## src/rtl/dealer_pkg.sv

```systemverilog
// Shared definitions for the card dealer arbiter: FSM encoding, LFSR constants and
// card-value width helpers.
package dealer_pkg;

  typedef enum logic [1:0] {
    ST_IDLE    = 2'd0,
    ST_SHUFFLE = 2'd1,
    ST_DRAW    = 2'd2,
    ST_GRANT   = 2'd3
  } state_t;

  localparam logic [15:0] LFSR_TAPS    = 16'hB400;
  localparam logic [15:0] DEFAULT_SEED = 16'hD824;
  localparam int          NVAL_DEFAULT = 8;

  // Bits needed to hold card values 0..nval (0 means "no card").
  function automatic int card_w(input int nval);
    return $clog2(nval + 1);
  endfunction

  localparam int CARD_W   = card_w(NVAL_DEFAULT);
  localparam int REMAIN_W = 6;

endpackage

```

## src/rtl/card_lfsr.sv

```systemverilog
// Free-running 16-bit Galois LFSR (right shift, tap mask from dealer_pkg); it never
// stalls, so the draw sequence also depends on how long the game sat idle.
module card_lfsr
  import dealer_pkg::*;
#(
  parameter logic [15:0] SEED = DEFAULT_SEED
) (
  input  logic        clk,
  input  logic        rst,
  output logic [15:0] lfsr
);

  always_ff @(posedge clk) begin
    if (rst) begin
      lfsr <= SEED;
    end else begin
      lfsr <= (lfsr >> 1) ^ (lfsr[0] ? LFSR_TAPS : 16'h0000);
    end
  end

endmodule

```

## src/rtl/card_dealer_arbiter.sv

```systemverilog
// Round-robin A/B arbiter dealing values from a finite shoe sampled by an LFSR.
// Build macro DEALER_FORCE_EN adds FORCE_VALID/FORCE_CARD to override the draw candidate.
module card_dealer_arbiter
  import dealer_pkg::*;
#(
  parameter int          NVAL      = NVAL_DEFAULT,
  parameter int          COPIES    = 4,
  parameter int          MAX_RETRY = 4,
  parameter logic [15:0] SEED      = DEFAULT_SEED
) (
  input  logic                CLK,
  input  logic                RESET,
  input  logic                REQ_A,
  input  logic                REQ_B,
  input  logic                SHUFFLE,
`ifdef DEALER_FORCE_EN
  input  logic                FORCE_VALID,
  input  logic [CARD_W-1:0]   FORCE_CARD,
`endif
  output logic                GNT_A,
  output logic                GNT_B,
  output logic [CARD_W-1:0]   CARD,
  output logic [REMAIN_W-1:0] REMAIN,
  output logic                BUSY
);

  localparam int IDX_W   = (NVAL > 1) ? $clog2(NVAL) : 1;
  localparam int UCNT_W  = 3;
  localparam int RETRY_W = $clog2(MAX_RETRY + 1);

  localparam logic [UCNT_W-1:0]   COPIES_U   = UCNT_W'(COPIES);
  localparam logic [CARD_W-1:0]   NVAL_C     = CARD_W'(NVAL);
  localparam logic [REMAIN_W-1:0] FULL       = REMAIN_W'(NVAL * COPIES);
  localparam logic [RETRY_W-1:0]  RETRY_LAST = RETRY_W'(MAX_RETRY - 1);

  state_t                state;
  state_t                state_nxt;
  logic [15:0]           lfsr;
  logic                  unused_lfsr_hi;
  logic [UCNT_W-1:0]     used [NVAL];
  logic [NVAL-1:0]       has_left;
  logic [REMAIN_W-1:0]   remain;
  logic [RETRY_W-1:0]    retry;
  logic                  pend;
  logic                  win_vld;
  logic                  win_b;
  logic                  last_b;
  logic                  any_req;
  logic                  pick_b;
  logic [CARD_W-1:0]     lfsr_cand;
  logic [CARD_W-1:0]     cand;
  logic                  cand_in_range;
  logic [IDX_W-1:0]      cand_idx;
  logic                  cand_ok;
  logic [CARD_W-1:0]     scan_val;
  logic                  draw_done;
  logic [CARD_W-1:0]     card_q;
  logic [IDX_W-1:0]      grant_idx;

  // First value at or above 'start' (0-based, wrapping) that the shoe still holds.
  function automatic logic [CARD_W-1:0] scan_up(input logic [NVAL-1:0] left,
                                                input int start);
    logic [CARD_W-1:0] val;
    logic              found;
    val   = CARD_W'(1);
    found = 1'b0;
    for (int k = 0; k < NVAL; k++) begin
      if (!found && left[(start + k) % NVAL]) begin
        found = 1'b1;
        val   = CARD_W'(((start + k) % NVAL) + 1);
      end
    end
    return val;
  endfunction

  card_lfsr #(
    .SEED (SEED)
  ) u_lfsr (
    .clk  (CLK),
    .rst  (RESET),
    .lfsr (lfsr)
  );

  assign unused_lfsr_hi = ^lfsr[15:3];
  assign lfsr_cand      = CARD_W'(lfsr[2:0]) + CARD_W'(1);

`ifdef DEALER_FORCE_EN
  assign cand = FORCE_VALID ? FORCE_CARD : lfsr_cand;
`else
  assign cand = lfsr_cand;
`endif

  always_comb begin
    has_left = '0;
    for (int v = 0; v < NVAL; v++) begin
      has_left[v] = (used[v] < COPIES_U);
    end
  end

  // Out-of-range candidates behave as exhausted and scan from value 1.
  assign cand_in_range = (cand != '0) && (cand <= NVAL_C);
  assign cand_idx      = IDX_W'(cand - CARD_W'(1));
  assign cand_ok       = cand_in_range && has_left[cand_idx];
  assign scan_val      = scan_up(has_left, cand_in_range ? (int'(cand) - 1) : 0);
  assign draw_done     = (state == ST_DRAW) && (cand_ok || (retry == RETRY_LAST));

  assign any_req   = REQ_A | REQ_B;
  assign pick_b    = REQ_B & (~REQ_A | ~last_b);
  assign grant_idx = IDX_W'(card_q - CARD_W'(1));

  // State register
  always_ff @(posedge CLK) begin
    if (RESET) begin
      state <= ST_IDLE;
    end else begin
      state <= state_nxt;
    end
  end

  // Next-state logic
  always_comb begin
    state_nxt = state;
    case (state)
      ST_IDLE: begin
        if (pend || SHUFFLE) begin
          state_nxt = ST_SHUFFLE;
        end else if (any_req) begin
          state_nxt = (remain == '0) ? ST_SHUFFLE : ST_DRAW;
        end
      end
      ST_SHUFFLE: state_nxt = win_vld ? ST_DRAW : ST_IDLE;
      ST_DRAW:    if (draw_done) state_nxt = ST_GRANT;
      ST_GRANT:   state_nxt = ST_IDLE;
      default:    state_nxt = ST_IDLE;
    endcase
  end

  // Outputs
  always_comb begin
    GNT_A  = (state == ST_GRANT) && !win_b;
    GNT_B  = (state == ST_GRANT) && win_b;
    CARD   = (state == ST_GRANT) ? card_q : '0;
    REMAIN = remain;
    BUSY   = (state != ST_IDLE);
  end

  // Winner latch, round-robin pointer and pending shuffle
  always_ff @(posedge CLK) begin
    if (RESET) begin
      win_vld <= 1'b0;
      win_b   <= 1'b0;
      last_b  <= 1'b1;
      pend    <= 1'b0;
    end else begin
      if (state == ST_IDLE && any_req) begin
        win_vld <= 1'b1;
        win_b   <= pick_b;
      end else if (state == ST_GRANT) begin
        win_vld <= 1'b0;
        last_b  <= win_b;
      end
      if (state == ST_SHUFFLE) begin
        pend <= 1'b0;
      end else if (SHUFFLE) begin
        pend <= 1'b1;
      end
    end
  end

  // Retry counter is zero whenever the FSM is outside ST_DRAW
  always_ff @(posedge CLK) begin
    if (RESET || state != ST_DRAW) begin
      retry <= '0;
    end else if (!cand_ok) begin
      retry <= retry + RETRY_W'(1);
    end
  end

  always_ff @(posedge CLK) begin
    if (draw_done) begin
      card_q <= cand_ok ? cand : scan_val;
    end
  end

  // Shoe bookkeeping
  always_ff @(posedge CLK) begin
    if (RESET || state == ST_SHUFFLE) begin
      for (int v = 0; v < NVAL; v++) begin
        used[v] <= '0;
      end
      remain <= FULL;
    end else if (state == ST_GRANT) begin
      used[grant_idx] <= used[grant_idx] + UCNT_W'(1);
      remain          <= remain - REMAIN_W'(1);
    end
  end

endmodule

```

## config.mk

```make
export PLATFORM = sky130hd
export DESIGN_NAME = card_dealer_arbiter
export DESIGN_NICKNAME = d
export VERILOG_FILES = /design/src/rtl/dealer_pkg.sv /design/src/rtl/card_lfsr.sv /design/src/rtl/card_dealer_arbiter.sv
export SDC_FILE = /design/constraint.sdc
export NUM_CORES = 1
export LEC_CHECK = 0
export ABC_AREA = 1
export CELL_PAD_IN_SITES_DETAIL_PLACEMENT = 0
export CELL_PAD_IN_SITES_GLOBAL_PLACEMENT = 1
export CORE_MARGIN = 3
export CORE_UTILIZATION = 49
export DETAILED_ROUTE_END_ITERATION = 16
export PLACE_DENSITY = 0.89
export SLEW_MARGIN = 20
export SYNTH_ARGS = -nofsm -noshare
export SYNTH_HDL_FRONTEND = slang
export SYNTH_SLANG_ARGS = --single-unit
export TNS_END_PERCENT = 20
```

## constraint.sdc

```tcl
create_clock -name CLK -period 6.9 [get_ports CLK]
set_input_delay 1.38 -clock CLK [delete_from_list [all_inputs] [get_ports CLK]]
set_output_delay 1.38 -clock CLK [all_outputs]
set_load 0.005 [all_outputs]
```

==> results of run 1 <==
-- where the power goes --
part | leakage (nW) | switching, W | internal (W) | total, W
Clock | 0.109 | 0.000152 | 0.000191 | 0.000343
Sequential | 0.546 | 0.0000244 | 0.000403 | 0.000427
Combinational | 1.17 | 0.000189 | 0.0000901 | 0.000279
-- registers in the layout, indices dropped and copies added (netlist names) --
register / flops
used: 24
state: 2
u_lfsr.lfsr: 16
win_b: 1
retry: 3
win_vld: 1
card_q: 4
pend: 1
REMAIN: 6
last_b: 1
-- layout by cell type, fill, tap and decap left out, types with 2 or more instances in the layout --
| cell type | n |
|---|---|
| nand3_2 | 5 |
| nand3_1 | 53 |
| nor2_4 | 2 |
| a211oi_1 | 2 |
| nand3_4 | 3 |
| xor2_1 | 4 |
| nand4_1 | 14 |
| or2_2 | 5 |
| nand2_2 | 10 |
| nor2_1 | 67 |
| o211ai_1 | 2 |
| clkbuf_8 | 9 |
| clkdlybuf4s50_1 | 17 |
| ha_1 | 12 |
| clkinv_4 | 2 |
| a221oi_1 | 4 |
| a21oi_1 | 12 |
| dfxtp_1 | 31 |
| nand2_4 | 3 |
| nand2_1 | 86 |
| inv_2 | 4 |
| edfxtp_1 | 28 |
| o21ai_0 | 11 |
| xnor2_1 | 4 |
| a22o_1 | 5 |
| inv_1 | 54 |
| nor3_1 | 10 |
| nand4_4 | 2 |
| o21ai_1 | 2 |
| o2111ai_1 | 3 |
-- stage by stage --
stage	util	std cells	area (sq um)	power [W]	worst slack, ps
finish	0.584	581	4100	0.00105	2700
CTS	0.584	581	4100	0.00106	2740
floorplan	-	462	3670	0.000636	4060
global placement	0.553	565	3880	0.000711	2930
global route	0.584	581	4100	0.00111	2290
detailed placement	0.553	565	3880	0.000712	2760
-- final cells by class --
cell class / instances / area, sq um / area share
clock inverters: 6 / 70.1 / 0.0171
flip-flops and latches: 59 / 1460 / 0.356
clock buffers: 10 / 149 / 0.0363
inverters: 60 / 226 / 0.0552
repair buffers: 17 / 170 / 0.0415
multi-input cells: 333 / 1900 / 0.464
well taps: 96 / 120 / 0.0293
-- cells by family (layout without fill, tap and decap cells) --
family | after synthesis | count (layout)
AO/OA/AOI/OAI | 44 | 44
XOR/XNOR | 9 | 9
adder cells (fa/ha/maj) | 12 | 12
buffers and inverters | 70 | 93
flip-flops | 59 | 59
AND/OR/NAND/NOR | 268 | 268
-- routing by layer --
metal	vias to the layer above	share of wire	track usage
met4	0	0.028	0.0953
met3	19	0.045	0.0439
met5	-	0	0
met1	1484	0.47	0.298
met2	78	0.46	0.351
li1	1584	-	-
-- worst max path at each step --
stage | start | endpoint | slack (ps) | depth (start not counted)
after floorplan | u_lfsr.lfsr[0] | card_q[0] | 4060 | 20
after CTS | u_lfsr.lfsr[0] | card_q[0] | 2740 | 19
final | u_lfsr.lfsr[0] | card_q[0] | 2700 | 19
after global routing | u_lfsr.lfsr[0] | card_q[0] | 2290 | 19
after global placement | u_lfsr.lfsr[0] | card_q[0] | 2930 | 19
after detailed placement | u_lfsr.lfsr[0] | card_q[0] | 2760 | 19
-- critical path, cell delays in order (launching register included) --
cell	delay, ps
dfxtp_1	940
inv_2	210
ha_1	590
inv_1	310
nand2_2	200
nand2_2	90
nand3b_4	210
ha_1	360
inv_1	140
nand3_1	100
nand2_2	150
nand3_4	120
nor2_8	150
nand2_4	80
nand2_1	60
inv_1	40
nand2_1	50
nand2_1	50
nand3_1	70
nand2_1	50
==> impl_metrics.csv, run 1 <==
group,metric,value,unit
place,place.gp.congestion,0.924,
logic_synthesis,synth_cells,462,
worst_setup_path,cp-end-kind,"flop",
logic_synthesis,yosys_warnings,0,
cts,clock_sinks,59,
logic_synthesis,ys_ff_latch,59,
logic_synthesis,synth_area,3670,sq um
cts,clock_latency,340,ps
status,outcome,"finished, final reports clean",
timing,max_freq,238,MHz
cts,cts_root_buffer,"clkbuf_8",
worst_setup_path,cp_max_fo,21,
detailed_routing,antenna_left,0,
worst_setup_path,crit_type,"flop to flop",
timing,finalCritPeriodShare,0.609,
logic_synthesis,synthFlopType,"dfxtp_1",
logic_synthesis,synth_compound_area_frac,0.0791,
floorplan,start_util,0.523,
min_path,min_to,"u_lfsr.lfsr[3]",
detailed_routing,route.detailed.drc,0,
logic_synthesis,synth_top_family_by_area,"simple AND/OR/NAND/NOR gates",
finish,layout-drive-gt1-share,0.122,
logic_synthesis,yosysUniqueCellTypes,45,
floorplan,fp.dieArea,8560,sq um
floorplan,die_h,92.5,um
timing,final.min_clock_period,4200,ps
worst_setup_path,critPathRequiredTime,7000,ps
logic_synthesis,synth-xor-area-share,0.0235,
cts,cts_resized,0,
worst_setup_path,rrSetupSlack,2700,ps
timing,final-setup-viol-count,0,
worst_setup_path,reg2reg_depth,19,
logic_synthesis,ys_seq_area_frac,0.398,
logic_synthesis,synth_nets,479,
worst_setup_path,r2r-end,"card_q[0]",
timing,hold_slack,405,ps
timing,rsz0062_at_grt,"no",
timing,slew_violations,0,
worst_setup_path,cp-start-kind,"flop",
logic_synthesis,synth_area_leaders,"edfxtp_1 23%, dfxtp_1 17%, nand2_1 8.8%, nand3_1 7.2%, nor2_1 6.9%",
detailed_routing,drt_wl_total,8640,um
power_and_ir_drop,vdd_ir_drop_max,0.144,mV
floorplan,ioPinCount,18,
min_path,min_path_type,"flop to flop",
logic_synthesis,synth-simple-area-share,0.375,
power_and_ir_drop,p_per_area,256,nW/um^2
timing,skew,4.23,ps
logic_synthesis,async_reset_ff_frac,0,
cts,cts_hold_buf,0,
grt,gr-total-overflow,0,
grt,antenna_found_initial,0,
floorplan,core,7020,sq um
logic_synthesis,synth_edf_count,28,
finish,nets,497,
cts,clock_tree.htree_level_count,3,
worst_setup_path,critPathArrivalTime,4300,ps
detailed_routing,drt_first_iter_violations,202,
timing,report.final.hold_viol_count,0,
place,port_buffers,17,
logic_synthesis,synthMuxAreaShare,0,
timing,setup_tns,0,ps
run,max_cap_viol_count,0,
cts,cts_made_buffers,9,
finish,insertedDiodeCount,0,
detailed_routing,drt_pass1_iterations,4,
floorplan,die_x,92.5,um
floorplan,fp-row-count,30,
timing,maxSlewHeadroom,0.376,
cts,cts_buffer_depth,2,
cts,clkTransAtPathRegs,70,ps
cts,cts_tree,"yes",
logic_synthesis,synthTopCellsByCount,"86 x nand2_1, 67 x nor2_1, 54 x inv_1",
grt,grt_use_total,0.223,
power_and_ir_drop,leakage,1.82,nW
logic_synthesis,synth.most_common_cell,"nand2_1",
timing,worst_pin_slew,935,ps
detailed_routing,drt-vias-per-instance,5.45,
worst_setup_path,r2r_start,"u_lfsr.lfsr[0]",
min_path,hold_depth,2,
grt,grt_pass1_wl,15000,um
finish,nFillCells,686,
grt,grt_pass1_vias,3120,
detailed_routing,vias,3165,
min_path,min_from,"u_lfsr.lfsr[4]",
cts,cts_setup_buffers,0,
logic_synthesis,synthAdderAreaFrac,0.0409,
grt,grt_max_degree,23,
finish,area_growth,11.8,%
logic_synthesis,yosysTopAreaCell,"edfxtp_1",
detailed_routing,post_drt_wl_per_cell,14.9,um
logic_synthesis,netlist.area_leader.share,0.229,
logic_synthesis,avgSynthCellArea,7.94,sq um
place,hpwl,6540,um
Power figures use the tool's default switching activity.
==> inputs of run 2 (changes only) <==
--- a/config.mk
+++ b/config.mk
@@ -9,9 +9,9 @@
 export CELL_PAD_IN_SITES_DETAIL_PLACEMENT = 0
 export CELL_PAD_IN_SITES_GLOBAL_PLACEMENT = 1
 export CORE_MARGIN = 3
-export CORE_UTILIZATION = 49
+export CORE_UTILIZATION = 45
 export DETAILED_ROUTE_END_ITERATION = 16
-export PLACE_DENSITY = 0.89
+export PLACE_DENSITY = 0.83
 export SLEW_MARGIN = 20
 export SYNTH_ARGS = -nofsm -noshare
 export SYNTH_HDL_FRONTEND = slang
==> constraint.sdc (replaced) <==
create_clock -name CLK -period 4.3 [get_ports CLK]
set_input_delay 0.86 -clock CLK [delete_from_list [all_inputs] [get_ports CLK]]
set_output_delay 0.86 -clock CLK [all_outputs]
set_load 0.005 [all_outputs]
==> run 2 against run 1 <==
Compared with the run above: clock power is 49% higher; sequential power is 60% higher; global-route usage is 2.2 points lower; critical endpoint unchanged; worst setup slack worse by 2000 ps; cell count is 1.5% higher; die area is 8.3% higher; sequential cell count stayed put; clock skew is 8.2 ps higher; non-clock buffer count is 3 higher; critical path depth is 2 lower.
==> impl_metrics.csv, run 2 (synthesized netlist as in run 1, its figures left out) <==
group,metric,value,unit
status,outcome,"finished, final reports clean",
finish,nFillCells,763,
timing,final-setup-viol-count,0,
power_and_ir_drop,pwr-share-clk,0.309,
timing,finalCritPeriodShare,0.827,
run,max_cap_viol_count,0,
floorplan,core,7810,sq um
worst_setup_path,r2r_start,"u_lfsr.lfsr[1]",
grt,gr-total-overflow,0,
timing,max_freq,281,MHz
power_and_ir_drop,p_comb_frac,0.279,
cts,clkTransAtPathRegs,70,ps
worst_setup_path,cp_slowest_cell,"ha_1",
power_and_ir_drop,switching_share,0.341,
finish,layout_commonest_cell,"nand2_1",
place,place.gp.congestion,0.957,
worst_setup_path,crit_type,"flop to flop",
worst_setup_path,cp-start-kind,"flop",
detailed_routing,drt_wl_total,8570,um
detailed_routing,post_drt_wl_per_cell,14.5,um
timing,report.final.hold_viol_count,0,
place,place_area,3910,sq um
cts,cts_hold_buf,0,
power_and_ir_drop,leakage,1.84,nW
cts,clock_sinks,59,
grt,grt_use_total,0.201,
detailed_routing,drt_first_iter_violations,219,
timing,worst_pin_slew,626,ps
finish,regMostFlops,"used",
timing,final.min_clock_period,3560,ps
timing,skew,12.5,ps
floorplan,die_h,96.3,um
detailed_routing,antenna_left,0,
finish,layout_common_cells,"86 x nand2_1, 67 x nor2_1, 54 x inv_1",
cts,cts_setup_buffers,0,
finish,layout-drive-gt1-share,0.125,
grt,grt_pass1_wl,14300,um
floorplan,die_x,96.3,um
worst_setup_path,crit_path_cell_trace,"inv_1, ha_1, inv_1, nand2_2, nand2_2, nand3b_4, ha_1, inv_1, nand3_1, nand2_2, inv_1, a21oi_1, o21ai_0, nand3_1, nand2_1, nand3_1, nand2_1",
worst_setup_path,critPathArrivalTime,3660,ps
detailed_routing,drt_pass1_iterations,5,
min_path,min_to,"u_lfsr.lfsr[9]",
cts,cts_made_buffers,9,
detailed_routing,vias,3147,
worst_setup_path,critPathRequiredTime,4400,ps
floorplan,ioPinCount,18,
worst_setup_path,rrSetupSlack,740,ps
floorplan,fp.dieArea,9270,sq um
grt,antenna_found_initial,0,
finish,fin_area,4120,sq um
worst_setup_path,r2r-end,"card_q[0]",
power_and_ir_drop,p_switching,0.000564,W
worst_setup_path,cpMostUsedCell,"inv_1",
cts,cts_tree,"yes",
power_and_ir_drop,vdd_ir_drop_max,0.239,mV
min_path,hold_depth,2,
detailed_routing,route.detailed.drc,0,
timing,rsz0062_at_grt,"no",
cts,cts_root_buffer,"clkbuf_8",
worst_setup_path,cpPeakStageDelay,540,ps
worst_setup_path,crit_family,"simple AND/OR/NAND/NOR gates",
worst_setup_path,reg2reg_depth,17,
cts,cts_buffer_depth,2,
floorplan,start_util,0.470,
min_path,min_from,"u_lfsr.lfsr[10]",
grt,grt_max_degree,23,
worst_setup_path,cp_num_buf_inv,4,
detailed_routing,drt-vias-per-instance,5.33,
finish,insertedDiodeCount,0,
cts,cts_resized,0,
cts,clock_tree.htree_level_count,3,
place,hpwl,6510,um
min_path,min_path_type,"flop to flop",
finish,area_growth,12.3,%
timing,maxSlewHeadroom,0.580,
floorplan,fp-row-count,32,
worst_setup_path,cp-end-kind,"flop",
power_and_ir_drop,p_per_area,402,nW/um^2
finish,nets,500,
timing,slew_violations,0,
power_and_ir_drop,intPower,0.00109,W
power_and_ir_drop,seqPwrFrac,0.412,
worst_setup_path,cp_max_fo,13,
cts,clock_latency,340,ps
grt,grt_pass1_vias,3032,
finish,largest_register_ff_count,24,
place,port_buffers,17,
timing,setup_tns,0,ps
run 2: cell types whose count changed in the layout (fill, tap and decap cells not counted), sizes merged:
| cell | delta |
|---|---|
| clkinvlp | -1 |
| buf | +3 |
| bufinv | -1 |
| clkbuf | +3 |
| inv | -1 |
run 2: how the worst max path moves through the flow:
stage / start / endpoint / slack, ps / cells after the start
floorplan: u_lfsr.lfsr[0] / card_q[0] / 1460 / 20
global placement: u_lfsr.lfsr[1] / card_q[0] / 900 / 17
detailed placement: u_lfsr.lfsr[1] / card_q[0] / 790 / 17
CTS: u_lfsr.lfsr[1] / card_q[0] / 790 / 17
global route: u_lfsr.lfsr[1] / card_q[0] / 450 / 19
finish: u_lfsr.lfsr[1] / card_q[0] / 740 / 17
run 2: metal layers:
metal  wire length [um]  global-route usage  vias up
met1               3860               0.254     1469
met2               4200               0.329       71
met4                199              0.0829        0
li1                   -                   -     1589
met3                308              0.0485       18
met5                  0                   0        -
run 2: worst min-delay path: stages, from the launching register on:
cell,delay (ps)
dfxtp_1,300
inv_1,40
nor2_1,30
run 2: area by class of cell:
type,instances,area [sq um],area share
clock buffers,13,191,0.0465
clock inverters,3,16.3,0.00395
inverters,60,226,0.0550
multi-input cells,333,1900,0.462
flip-flops and latches,59,1460,0.355
well taps,102,128,0.0310
repair buffers,20,193,0.0468
run 2: through the flow:
step                power (W)  utilization  setup slack [ps]  instances  hold WS (ps)
floorplan             0.00102            -              1460        462           388
global placement      0.00115        0.501               898        574           389
detailed placement    0.00115        0.501               794        574           399
CTS                   0.00167        0.528               789        590           408
global route          0.00176        0.528               450        590           424
finish                0.00165        0.528               744        590           400
run 2: power groups by stage:
stage               clock network, W  logic [W]  registers (W)
detailed placement                 0   0.000459       0.000694
global placement                   0   0.000455       0.000693
global route                0.000553   0.000518       0.000688
finish                      0.000512   0.000461       0.000682
CTS                         0.000524   0.000462       0.000682
floorplan                          0   0.000338       0.000682
==> inputs of run 3 (changes only) <==
--- a/config.mk
+++ b/config.mk
@@ -9,9 +9,9 @@
 export CELL_PAD_IN_SITES_DETAIL_PLACEMENT = 0
 export CELL_PAD_IN_SITES_GLOBAL_PLACEMENT = 1
 export CORE_MARGIN = 3
-export CORE_UTILIZATION = 45
+export CORE_UTILIZATION = 41
 export DETAILED_ROUTE_END_ITERATION = 16
-export PLACE_DENSITY = 0.83
+export PLACE_DENSITY = 0.8
 export SLEW_MARGIN = 20
 export SYNTH_ARGS = -nofsm -noshare
 export SYNTH_HDL_FRONTEND = slang
==> constraint.sdc (replaced) <==
create_clock -name CLK -period 3.05 [get_ports CLK]
set_input_delay 0.61 -clock CLK [delete_from_list [all_inputs] [get_ports CLK]]
set_output_delay 0.61 -clock CLK [all_outputs]
set_load 0.005 [all_outputs]
==> run 3 against run 2 <==
Compared with the run above: sequential power rose by 41%; power rose by 40%; combinational power rose by 53%; sequential share of layout area fell by 1.3 points; global-route usage fell by 2.2 points; critical path depth fell by 6; non-clock buffer count rose by 18; worst setup slack got worse by 530 ps; cell count rose by 3.6%; critical path type unchanged; highest routed layer unchanged.
==> impl_metrics.csv, run 3 (synthesized netlist as in run 1, its figures left out) <==
group,metric,value,unit
status,outcome,"finished, final reports clean",
finish,area_growth,16.6,%
detailed_routing,drt_wl_total,8580,um
timing,setup_tns,0,ps
floorplan,fp.dieArea,10100,sq um
timing,slew_violations,0,
finish,layout_commonest_cell,"nand2_1",
finish,layout-drive-gt1-share,0.164,
cts,cts_root_buffer,"clkbuf_8",
run,max_cap_viol_count,0,
place,place.gp.congestion,0.902,
place,pre_cts_ws,-162,ps
detailed_routing,drt-vias-per-instance,5.18,
floorplan,start_util,0.433,
min_path,min_path_type,"flop to flop",
floorplan,die_x,101,um
power_and_ir_drop,pwr-share-clk,0.281,
cts,cts_tree,"yes",
worst_setup_path,critPathRequiredTime,3130,ps
timing,report.final.hold_viol_count,0,
power_and_ir_drop,leakage,1.92,nW
detailed_routing,drt_pass1_iterations,4,
grt,grt_use_total,0.180,
timing,final.min_clock_period,2840,ps
timing,worst_pin_slew,516,ps
finish,layout_common_cells,"86 x nand2_1, 67 x nor2_1, 54 x inv_1",
timing,rsz0062_at_grt,"no",
worst_setup_path,cp-start-kind,"flop",
floorplan,fp-row-count,33,
finish,insertedDiodeCount,0,
grt,antenna_found_initial,0,
place,port_buffers,17,
finish,final-instance-count-excl-fill,611,
cts,clock_latency,330,ps
detailed_routing,route.detailed.drc,0,
timing,max_freq,352,MHz
grt,grt_pass1_wl,14500,um
finish,regMostFlops,"used",
floorplan,core,8460,sq um
detailed_routing,vias,3165,
power_and_ir_drop,vdd_ir_drop_max,0.358,mV
timing,hold_slack,406,ps
power_and_ir_drop,intPower,0.00151,W
cts,cts_made_buffers,9,
power_and_ir_drop,switching_share,0.349,
cts,clock_sinks,59,
worst_setup_path,cpMostUsedCell,"inv_1",
cts,clock_tree.htree_level_count,3,
worst_setup_path,crit_path_cell_trace,"inv_1, ha_1, xnor2_4, inv_1, nor3_1, a22o_1, a221oi_1, nand4_1, ha_1, inv_1, nor2_1",
timing,final-setup-viol-count,0,
detailed_routing,post_drt_wl_per_cell,14.0,um
grt,grt_max_degree,20,
cts,cts_buffer_depth,2,
worst_setup_path,cp-end-kind,"flop",
cts,cts_hold_buf,0,
worst_setup_path,cp_slowest_cell,"edfxtp_1",
floorplan,ioPinCount,18,
grt,gr-total-overflow,0,
worst_setup_path,cp_max_fo,8,
place,place_inst,591,
worst_setup_path,critPathArrivalTime,2910,ps
timing,fin_ws,211,ps
worst_setup_path,crit_type,"flop to flop",
detailed_routing,antenna_left,0,
cts,clkTransAtPathRegs,70,ps
power_and_ir_drop,p_switching,0.000808,W
power_and_ir_drop,seqPwrFrac,0.415,
grt,grt_pass1_vias,3059,
worst_setup_path,cpPeakStageDelay,480,ps
detailed_routing,drt_first_iter_violations,203,
timing,finalCritPeriodShare,0.931,
timing,skew,10.8,ps
worst_setup_path,cp_num_buf_inv,3,
finish,largest_register_ff_count,24,
finish,nets,518,
power_and_ir_drop,p_comb_frac,0.304,
timing,maxSlewHeadroom,0.655,
place,hpwl,6690,um
power_and_ir_drop,p_per_area,541,nW/um^2
floorplan,die_h,101,um
worst_setup_path,crit_family,"simple AND/OR/NAND/NOR gates",
[run 3: cell count changes in the layout (fill, tap and decap cells not counted)]
cell,change
xnor2_4,+2
nor3_2,+1
clkbuf_1,-1
clkinvlp_4,+1
clkinv_2,+1
nor3_1,-1
clkbuf_16,-1
buf_4,+18
clkbuf_8,-1
clkinv_4,+1
xnor2_1,-2
[run 3: repair_timing]
action / in CTS / in global routing
setup endpoints to repair: 8 / 17
pin swaps: 0 / 1
setup buffers: 0 / 4
gates resized for setup: 2 / 3
[run 3: worst reg2reg max path: stages (launching register included)]
cell and delay (ps):
edfxtp_1 480, inv_1 170, ha_1 300, xnor2_4 270, inv_1 90, nor3_1 370
a22o_1 200, a221oi_1 50, nand4_1 110, ha_1 240, inv_1 230, nor2_1 90
[run 3: power groups by stage]
stage	sequential, W	clock [W]	combinational, W
2_1_floorplan	0.000962	0	0.000476
3_3_place_gp	0.000976	0	0.000672
3_5_place_dp	0.000978	0	0.000671
4_1_cts	0.000961	0.000671	0.000683
5_1_grt	0.000970	0.000703	0.000786
6_report	0.000961	0.000650	0.000704
[run 3: final cells by class]
type / instances / area (sq um)
Sequential cell: 59 / 1460
Fill cell: 817 / 4190
Inverter: 60 / 226
Clock buffer: 10 / 149
Tap cell: 105 / 131
Multi-Input combinational cell: 333 / 1950
Clock inverter: 6 / 37.5
Timing Repair Buffer: 38 / 328
[run 3: routing by layer]
| metal | wire length (um) | share of wire | GRT usage | vias up |
|---|---|---|---|---|
| li1 | - | - | - | 1624 |
| met1 | 3980 | 0.46 | 0.239 | 1439 |
| met2 | 3980 | 0.46 | 0.282 | 79 |
| met3 | 344 | 0.040 | 0.0353 | 23 |
| met4 | 269 | 0.031 | 0.0829 | 0 |
| met5 | 0 | 0 | 0 | - |
[run 3: path summary, 6_finish.rpt]
check,start,slack (ps),endpoint,depth (start not counted)
worst max register to register,card_q[0],210,used[5][1],11
worst max-delay path,card_q[0],210,used[5][1],11
worst min register to register,u_lfsr.lfsr[7],410,u_lfsr.lfsr[6],2
worst min-delay path,u_lfsr.lfsr[7],410,u_lfsr.lfsr[6],2
[run 3: through the flow]
stage	util	cell area (sq um)	power, W
floorplan	-	3670	0.00144
global placement	0.475	4020	0.00165
detailed placement	0.475	4020	0.00165
CTS	0.499	4220	0.00232
global route	0.506	4280	0.00246
finish	0.506	4280	0.00232
